===== config.mk =====
export PLATFORM = sky130hd
export DESIGN_NAME = data_sram_bridge
export DESIGN_NICKNAME = d
export VERILOG_FILES = /design/src/rtl/data_sram_bridge_pkg.sv /design/src/rtl/dsram_timeout_cnt.sv /design/src/rtl/data_sram_bridge.sv
export SDC_FILE = /design/constraint.sdc
export NUM_CORES = 1
export LEC_CHECK = 0
export BUFFER_PORTS_ARGS = -buffer_cell sky130_fd_sc_hd__buf_4
export CAP_MARGIN = 20
export CORE_ASPECT_RATIO = 1.1
export CORE_UTILIZATION = 44
export CTS_CLUSTER_SIZE = 28
export DETAILED_ROUTE_END_ITERATION = 10
export PLACE_DENSITY = 0.85
export SLEW_MARGIN = 25
export SYNTH_ARGS = -nofsm -noshare
export SYNTH_HDL_FRONTEND = slang
export SYNTH_SLANG_ARGS = --single-unit
export TNS_END_PERCENT = 10

===== constraint.sdc =====
create_clock -name clk -period 1.9 [get_ports clk]
set_input_delay 0 -clock clk [delete_from_list [all_inputs] [get_ports clk]]
set_output_delay 0 -clock clk [all_outputs]
set_load 0.02 [all_outputs]

===== src/rtl/data_sram_bridge_pkg.sv =====
// rtl/data_sram_bridge_pkg.sv - shared defines for the data-SRAM bridge
package data_sram_bridge_pkg;

    localparam int   StallBus    = 6;
    localparam int   StallMemBit = 3;
    localparam logic Stop        = 1'b1;
    localparam logic NoStop      = 1'b0;

    localparam int BusAddrW = 32;
    localparam int BusDataW = 32;
    localparam int BusStrbW = 4;

    typedef enum logic [1:0] {
        IDLE = 2'd0,
        BUSY = 2'd1,
        RESP = 2'd2
    } state_e;

endpackage


===== src/rtl/dsram_timeout_cnt.sv =====
// rtl/dsram_timeout_cnt.sv - saturating ack-wait counter with sticky timeout flag
module dsram_timeout_cnt #(
    parameter int LIMIT = 255
) (
    input  logic clk,
    input  logic rst,
    input  logic clr,
    input  logic inc,
    output logic err
);

    localparam int            CW     = (LIMIT > 255) ? $clog2(LIMIT + 1) : 8;
    localparam logic [CW-1:0] CntMax = {CW{1'b1}};
    localparam logic [CW-1:0] Limit  = CW'(LIMIT);

    logic [CW-1:0] cnt_q, cnt_d;
    logic          err_q, err_d;

    always_comb begin
        cnt_d = cnt_q;
        err_d = err_q;
        if (clr) begin
            cnt_d = '0;
        end else if (inc && cnt_q != CntMax) begin
            cnt_d = cnt_q + 1'b1;
        end
        // Flag raises on the cycle that completes LIMIT waits and never clears until reset.
        if (inc && cnt_d == Limit) begin
            err_d = 1'b1;
        end
    end

    always_ff @(posedge clk or negedge rst) begin
        if (!rst) begin
            cnt_q <= '0;
            err_q <= 1'b0;
        end else begin
            cnt_q <= cnt_d;
            err_q <= err_d;
        end
    end

    assign err = err_q;

endmodule


===== src/rtl/data_sram_bridge.sv =====
// rtl/data_sram_bridge.sv - EX/MEM data-SRAM responder over a req/ack word bus
// Optional macro DSRAM_POSTED_STORE_EN: stores retire without stalling or a RESP visit.
module data_sram_bridge
    import data_sram_bridge_pkg::*;
#(
    parameter int ACK_TIMEOUT = 255
) (
    input  logic                clk,
    input  logic                rst,
    input  logic [StallBus-1:0] stall,
    input  logic                data_sram_en,
    input  logic [BusStrbW-1:0] data_sram_wen,
    input  logic [BusAddrW-1:0] data_sram_addr,
    input  logic [BusDataW-1:0] data_sram_wdata,
    output logic [BusDataW-1:0] data_sram_rdata,
    output logic                stallreq_for_mem,
    output logic                bus_req,
    output logic [BusStrbW-1:0] bus_wstrb,
    output logic [BusAddrW-1:0] bus_addr,
    output logic [BusDataW-1:0] bus_wdata,
    input  logic                bus_ack,
    input  logic [BusDataW-1:0] bus_rdata,
    output logic                bus_err
);

`ifdef DSRAM_POSTED_STORE_EN
    localparam logic PostedStores = 1'b1;
`else
    localparam logic PostedStores = 1'b0;
`endif

    state_e              state_q, state_d;
    logic                bus_req_q, bus_req_d;
    logic [BusStrbW-1:0] bus_wstrb_q, bus_wstrb_d;
    logic [BusAddrW-1:0] bus_addr_q, bus_addr_d;
    logic [BusDataW-1:0] bus_wdata_q, bus_wdata_d;
    logic [BusDataW-1:0] resp_buf_q, resp_buf_d;
    logic [BusDataW-1:0] rdata_q, rdata_d;
    logic                posted_q, posted_d;
    logic                stallreq_c;
    logic                to_clr, to_inc;
    logic                unused_inputs;

    always_comb begin
        state_d     = state_q;
        bus_req_d   = bus_req_q;
        bus_wstrb_d = bus_wstrb_q;
        bus_addr_d  = bus_addr_q;
        bus_wdata_d = bus_wdata_q;
        resp_buf_d  = resp_buf_q;
        rdata_d     = rdata_q;
        posted_d    = posted_q;
        stallreq_c  = 1'b0;
        to_clr      = 1'b0;
        to_inc      = 1'b0;
        unique case (state_q)
            IDLE: begin
                stallreq_c = data_sram_en && !(PostedStores && data_sram_wen != '0);
                if (data_sram_en) begin
                    bus_req_d   = 1'b1;
                    bus_wstrb_d = data_sram_wen;
                    bus_addr_d  = {data_sram_addr[BusAddrW-1:2], 2'b00};
                    bus_wdata_d = data_sram_wdata;
                    posted_d    = PostedStores && (data_sram_wen != '0);
                    to_clr      = 1'b1;
                    state_d     = BUSY;
                end
            end
            BUSY: begin
                // A posted store only holds back whatever EX presents behind it.
                stallreq_c = posted_q ? data_sram_en : 1'b1;
                if (bus_ack) begin
                    resp_buf_d = (bus_wstrb_q == '0) ? bus_rdata : '0;
                    bus_req_d  = 1'b0;
                    state_d    = posted_q ? IDLE : RESP;
                end else begin
                    to_inc = 1'b1;
                end
            end
            RESP: begin
                if (stall[StallMemBit] == NoStop) begin
                    rdata_d = resp_buf_q;
                    state_d = IDLE;
                end
            end
            default: state_d = IDLE;
        endcase
    end

    always_ff @(posedge clk or negedge rst) begin
        if (!rst) begin
            state_q     <= IDLE;
            bus_req_q   <= 1'b0;
            bus_wstrb_q <= '0;
            bus_addr_q  <= '0;
            bus_wdata_q <= '0;
            resp_buf_q  <= '0;
            rdata_q     <= '0;
            posted_q    <= 1'b0;
        end else begin
            state_q     <= state_d;
            bus_req_q   <= bus_req_d;
            bus_wstrb_q <= bus_wstrb_d;
            bus_addr_q  <= bus_addr_d;
            bus_wdata_q <= bus_wdata_d;
            resp_buf_q  <= resp_buf_d;
            rdata_q     <= rdata_d;
            posted_q    <= posted_d;
        end
    end

    dsram_timeout_cnt #(
        .LIMIT(ACK_TIMEOUT)
    ) u_timeout (
        .clk(clk),
        .rst(rst),
        .clr(to_clr),
        .inc(to_inc),
        .err(bus_err)
    );

    // Gated so the stall request is also 0 while reset is held.
    assign stallreq_for_mem = rst && stallreq_c;
    assign data_sram_rdata  = rdata_q;
    assign bus_req          = bus_req_q;
    assign bus_wstrb        = bus_wstrb_q;
    assign bus_addr         = bus_addr_q;
    assign bus_wdata        = bus_wdata_q;

    assign unused_inputs = ^{stall[StallBus-1:StallMemBit+1], stall[StallMemBit-1:0],
                             data_sram_addr[1:0]};

endmodule


==> impl_metrics.prom <==
# TYPE chip_impl_metric gauge
chip_impl_metric{name="timing_hold_violations_final",unit=""} 0
chip_impl_info{name="family_of_cells_with_the_greatest_summed_delay_on_the_critical_path",value="simple AND/OR/NAND/NOR gates"} 1
chip_impl_info{name="holdCritPathClass",value="in -> async"} 1
chip_impl_metric{name="drt_first_iter_violations",unit=""} 136
chip_impl_info{name="cell_types_with_the_largest_area_share_after_synthesis",value="dfrtp_1 (66%), mux2_2 (21%), a22o_1 (5.2%)"} 1
chip_impl_metric{name="layout_worst_path_cycle_share",unit=""} 0.940
chip_impl_metric{name="grt_overflow_total",unit=""} 0
chip_impl_info{name="clk_tree_root_cell",value="clkbuf_16"} 1
chip_impl_metric{name="muxShareOfSynthArea",unit=""} 0.209
chip_impl_metric{name="first_global_vias",unit=""} 4656
chip_impl_metric{name="die-height",unit="um"} 118
chip_impl_metric{name="synth_enable_flop_cells",unit=""} 0
chip_impl_metric{name="worstPathBufferInverterCount",unit=""} 0
chip_impl_metric{name="grt_antenna_before_repair",unit=""} 0
chip_impl_metric{name="finClkSkew",unit="ns"} 0.00864
chip_impl_metric{name="worst-r2r-setup-slack",unit="ns"} 0.11
chip_impl_metric{name="drive_above_1_share",unit=""} 0.516
chip_impl_metric{name="power.density_cell_area",unit="nW/um^2"} 1570
chip_impl_metric{name="wl",unit="um"} 15600
chip_impl_metric{name="yosys.area_share.simple",unit=""} 0.0358
chip_impl_info{name="crit_path_end_kind",value="flip-flop"} 1
chip_impl_metric{name="setup_viol",unit=""} 0
chip_impl_metric{name="clock_latency",unit="ns"} 0.42
chip_impl_metric{name="ys_warn_count",unit=""} 0
chip_impl_metric{name="std_cell_rows",unit=""} 42
chip_impl_metric{name="grt_pass1_wl",unit="um"} 24400
chip_impl_metric{name="cts_inserted_buffers",unit=""} 17
chip_impl_metric{name="postCtsSetupBuffers",unit=""} 0
chip_impl_metric{name="gp_congestion",unit=""} 0.864
chip_impl_metric{name="cts_sinks",unit=""} 142
chip_impl_info{name="timing.critical_path.from_type",value="flip-flop"} 1
chip_impl_metric{name="leakagePower",unit="uW"} 0.00422
chip_impl_metric{name="worst_ir_drop_vdd",unit="mV"} 0.964
chip_impl_info{name="commonest_non_fill_non_tap_cells_in_the_layout",value="buf_4 (208), dfrtp_1 (142), dlygate4sd3_1 (102)"} 1
chip_impl_metric{name="final_core_util",unit=""} 0.732
chip_impl_metric{name="period_minus_slack",unit="ns"} 1.79
chip_impl_metric{name="multi_input_comb_area",unit="um^2"} 1750
chip_impl_metric{name="area_growth_syn_to_layout",unit="%"} 63.1
chip_impl_info{name="r2r-end",value="u_timeout.err"} 1
chip_impl_metric{name="fillers",unit=""} 703
chip_impl_info{name="tritoncts",value="built"} 1
chip_impl_metric{name="synth_async_sr_flop_share",unit=""} 1.00
chip_impl_info{name="post_synth_top_area_cell",value="dfrtp_1"} 1
chip_impl_metric{name="io_pins",unit=""} 213
chip_impl_metric{name="worst-endpoint-required",unit="ns"} 2.25
chip_impl_metric{name="clock_pin_transition_on_the_worst_setup_and_hold_timing_paths",unit="ns"} 0.06
chip_impl_metric{name="critPathArrivalTime",unit="ns"} 2.14
chip_impl_metric{name="detail_route.vias_per_cell",unit=""} 5.09
chip_impl_metric{name="final_antenna_net_count",unit=""} 0
chip_impl_metric{name="synth_top_area_share",unit=""} 0.660
chip_impl_info{name="regToRegStartpoint",value="state_q[1]"} 1
chip_impl_metric{name="maxCapViolCount",unit=""} 0
chip_impl_metric{name="hpwlAfterDp",unit="um"} 8400
chip_impl_metric{name="antenna_cells",unit=""} 0
chip_impl_info{name="mostFrequentLayoutCell",value="buf_4"} 1
chip_impl_info{name="run_status",value="finished clean"} 1
chip_impl_metric{name="clock_tree.buffer_depth",unit=""} 2
chip_impl_metric{name="grt_max_degree",unit=""} 73
chip_impl_metric{name="horizontal_die_dimension",unit="um"} 107
chip_impl_metric{name="synth_cell_types",unit=""} 31
chip_impl_metric{name="synth.avg_cell_area",unit="um^2"} 15.3
chip_impl_metric{name="ys_seq_area_frac",unit=""} 0.660
chip_impl_metric{name="buffer_ports.inserted",unit=""} 203
chip_impl_metric{name="routedWlPerCell",unit="um"} 18.8
chip_impl_info{name="path_class",value="reg -> reg"} 1
chip_impl_metric{name="design.final.nets",unit=""} 775
chip_impl_info{name="grt_setup_unrepaired",value="false"} 1
chip_impl_metric{name="die_area",unit="um^2"} 12700
chip_impl_info{name="synth_flop_type",value="dfrtp_1"} 1
chip_impl_metric{name="drt_drc_violations_left",unit=""} 0
chip_impl_metric{name="syn-instance-count",unit=""} 351
chip_impl_metric{name="htree_num_levels",unit=""} 4
chip_impl_metric{name="detail_route.first_pass.iterations",unit=""} 4
chip_impl_metric{name="ys_seq_elements",unit=""} 142
chip_impl_metric{name="mappedNetlistArea",unit="um^2"} 5380
chip_impl_info{name="critical_path.cell_chain",value="or3b_4 > or2_1 > mux2_2 > nor2b_1 > a41o_1"} 1
chip_impl_metric{name="synth_xor_area_frac",unit=""} 0.00326
chip_impl_metric{name="synthAdderAreaFrac",unit=""} 0.00233
chip_impl_info{name="largest_family_of_logic_cells_by_synthesized_area",value="multiplexers"} 1
chip_impl_metric{name="core_area",unit="um^2"} 12000
chip_impl_metric{name="critPathMaxFanout",unit=""} 7
chip_impl_metric{name="global_route.usage.total",unit=""} 0.257
chip_impl_metric{name="cpPeakStageDelay",unit="ns"} 0.44
chip_impl_metric{name="timing.final.max_slew_violations",unit=""} 0
chip_impl_metric{name="via_count",unit=""} 4222
chip_impl_metric{name="timing_limited_maximum_frequency",unit="MHz"} 560
chip_impl_metric{name="final-seq-area",unit="um^2"} 3550
chip_impl_metric{name="setup_total_negative_slack",unit="ns"} 0
chip_impl_info{name="crit_slowest_cell",value="or3b_4"} 1
chip_impl_metric{name="r2r.worst_path.cells",unit=""} 5
chip_impl_metric{name="synth_compound_gate_area_share",unit=""} 0.0686
chip_impl_metric{name="initial_utilization",unit=""} 0.449
## worst max path at each step
stage | cells after the start | end | from
after floorplan | 6 | u_timeout.err | state_q[1]
after global placement | 7 | u_timeout.err | state_q[1]
after detailed placement | 6 | u_timeout.err | state_q[1]
after CTS | 6 | u_timeout.err | state_q[1]
after global routing | 5 | u_timeout.err | state_q[1]
final | 5 | u_timeout.err | state_q[1]
## what timing repair did
action / CTS / global route
hold buffers: 102 / 0
endpoints found under the setup margin: 0 / 2
gates resized for setup: 0 / 3
hold endpoints to repair: 243 / 0
## cells by family (layout without fill, tap and decap cells)
kind of cell / after synthesis / after routing
AOI/OAI and AO/OA: 46 / 46
xor gates and xnor gates: 2 / 2
adders and majority gates: 1 / 1
buffers and inverters: 22 / 345
DFF: 142 / 142
muxes: 100 / 100
other: 1 / 2
and+or+nand+nor: 37 / 37
## worst register-to-register path, stage by stage, from the launching register on
cell and delay, ns:
dfrtp_1 0.43, or3b_4 0.44, or2_1 0.28, mux2_2 0.29, nor2b_1 0.12, a41o_1 0.17
## through the flow
| step | hold slack (ns) | instance area (um^2) | std cells | setup slack (ns) | total power, uW |
|---|---|---|---|---|---|
| 2_1_floorplan | -0.296 | 5380 | 352 | 0.165 | 7720 |
| 3_3_place_gp | -0.0924 | 7140 | 697 | 0.165 | 9840 |
| 3_5_place_dp | -0.0846 | 7140 | 697 | 0.0549 | 10100 |
| 4_1_cts | 0.0458 | 8760 | 829 | 0.0337 | 13700 |
| 5_1_grt | 0.0727 | 8780 | 829 | 0.00801 | 14400 |
| 6_report | 0.0547 | 8780 | 829 | 0.115 | 13800 |
## synth_stat cells, drive strengths merged (2+ instances only)
master,number
dfrtp,142
mux2,99
a22o,32
buf,12
nor2,12
clkbuf,10
nand2,8
a21oi,5
a211oi,3
nor3b,3
a31oi,2
and4,2
nand2b,2
nand3b,2
nor3,2
xnor2,2
## power breakdown
part	total [uW]	internal [uW]	switching (uW)
sequential	4970	4220	748
clock	3390	2150	1240
combinational	5410	2710	2700
total	13800	9080	4700
## state kept, by name, indices dropped and copies added (netlist names)
signal           cells
bus_addr            30
bus_wstrb            4
bus_wdata           32
resp_buf_q          32
data_sram_rdata     32
u_timeout.err        1
bus_req              1
state_q              2
u_timeout.cnt_q      8
## metal layers
layer / vias up / track usage / wire, um
met5: - / 0 / 0
met4: 0 / 0.104 / 396
met3: 37 / 0.0714 / 945
met2: 173 / 0.452 / 8220
met1: 2133 / 0.290 / 6020
li1: 1879 / - / -
## layout make-up
| type | instances | share of cell area |
|---|---|---|
| Clock buffer | 20 | 0.0532 |
| Timing Repair Buffer | 315 | 0.305 |
| Clock inverter | 10 | 0.0158 |
| Sequential cell | 142 | 0.405 |
| Tap cell | 154 | 0.0220 |
| Multi-Input combinational cell | 188 | 0.199 |
No activity file was read; power rests on OpenSTA's default activity.
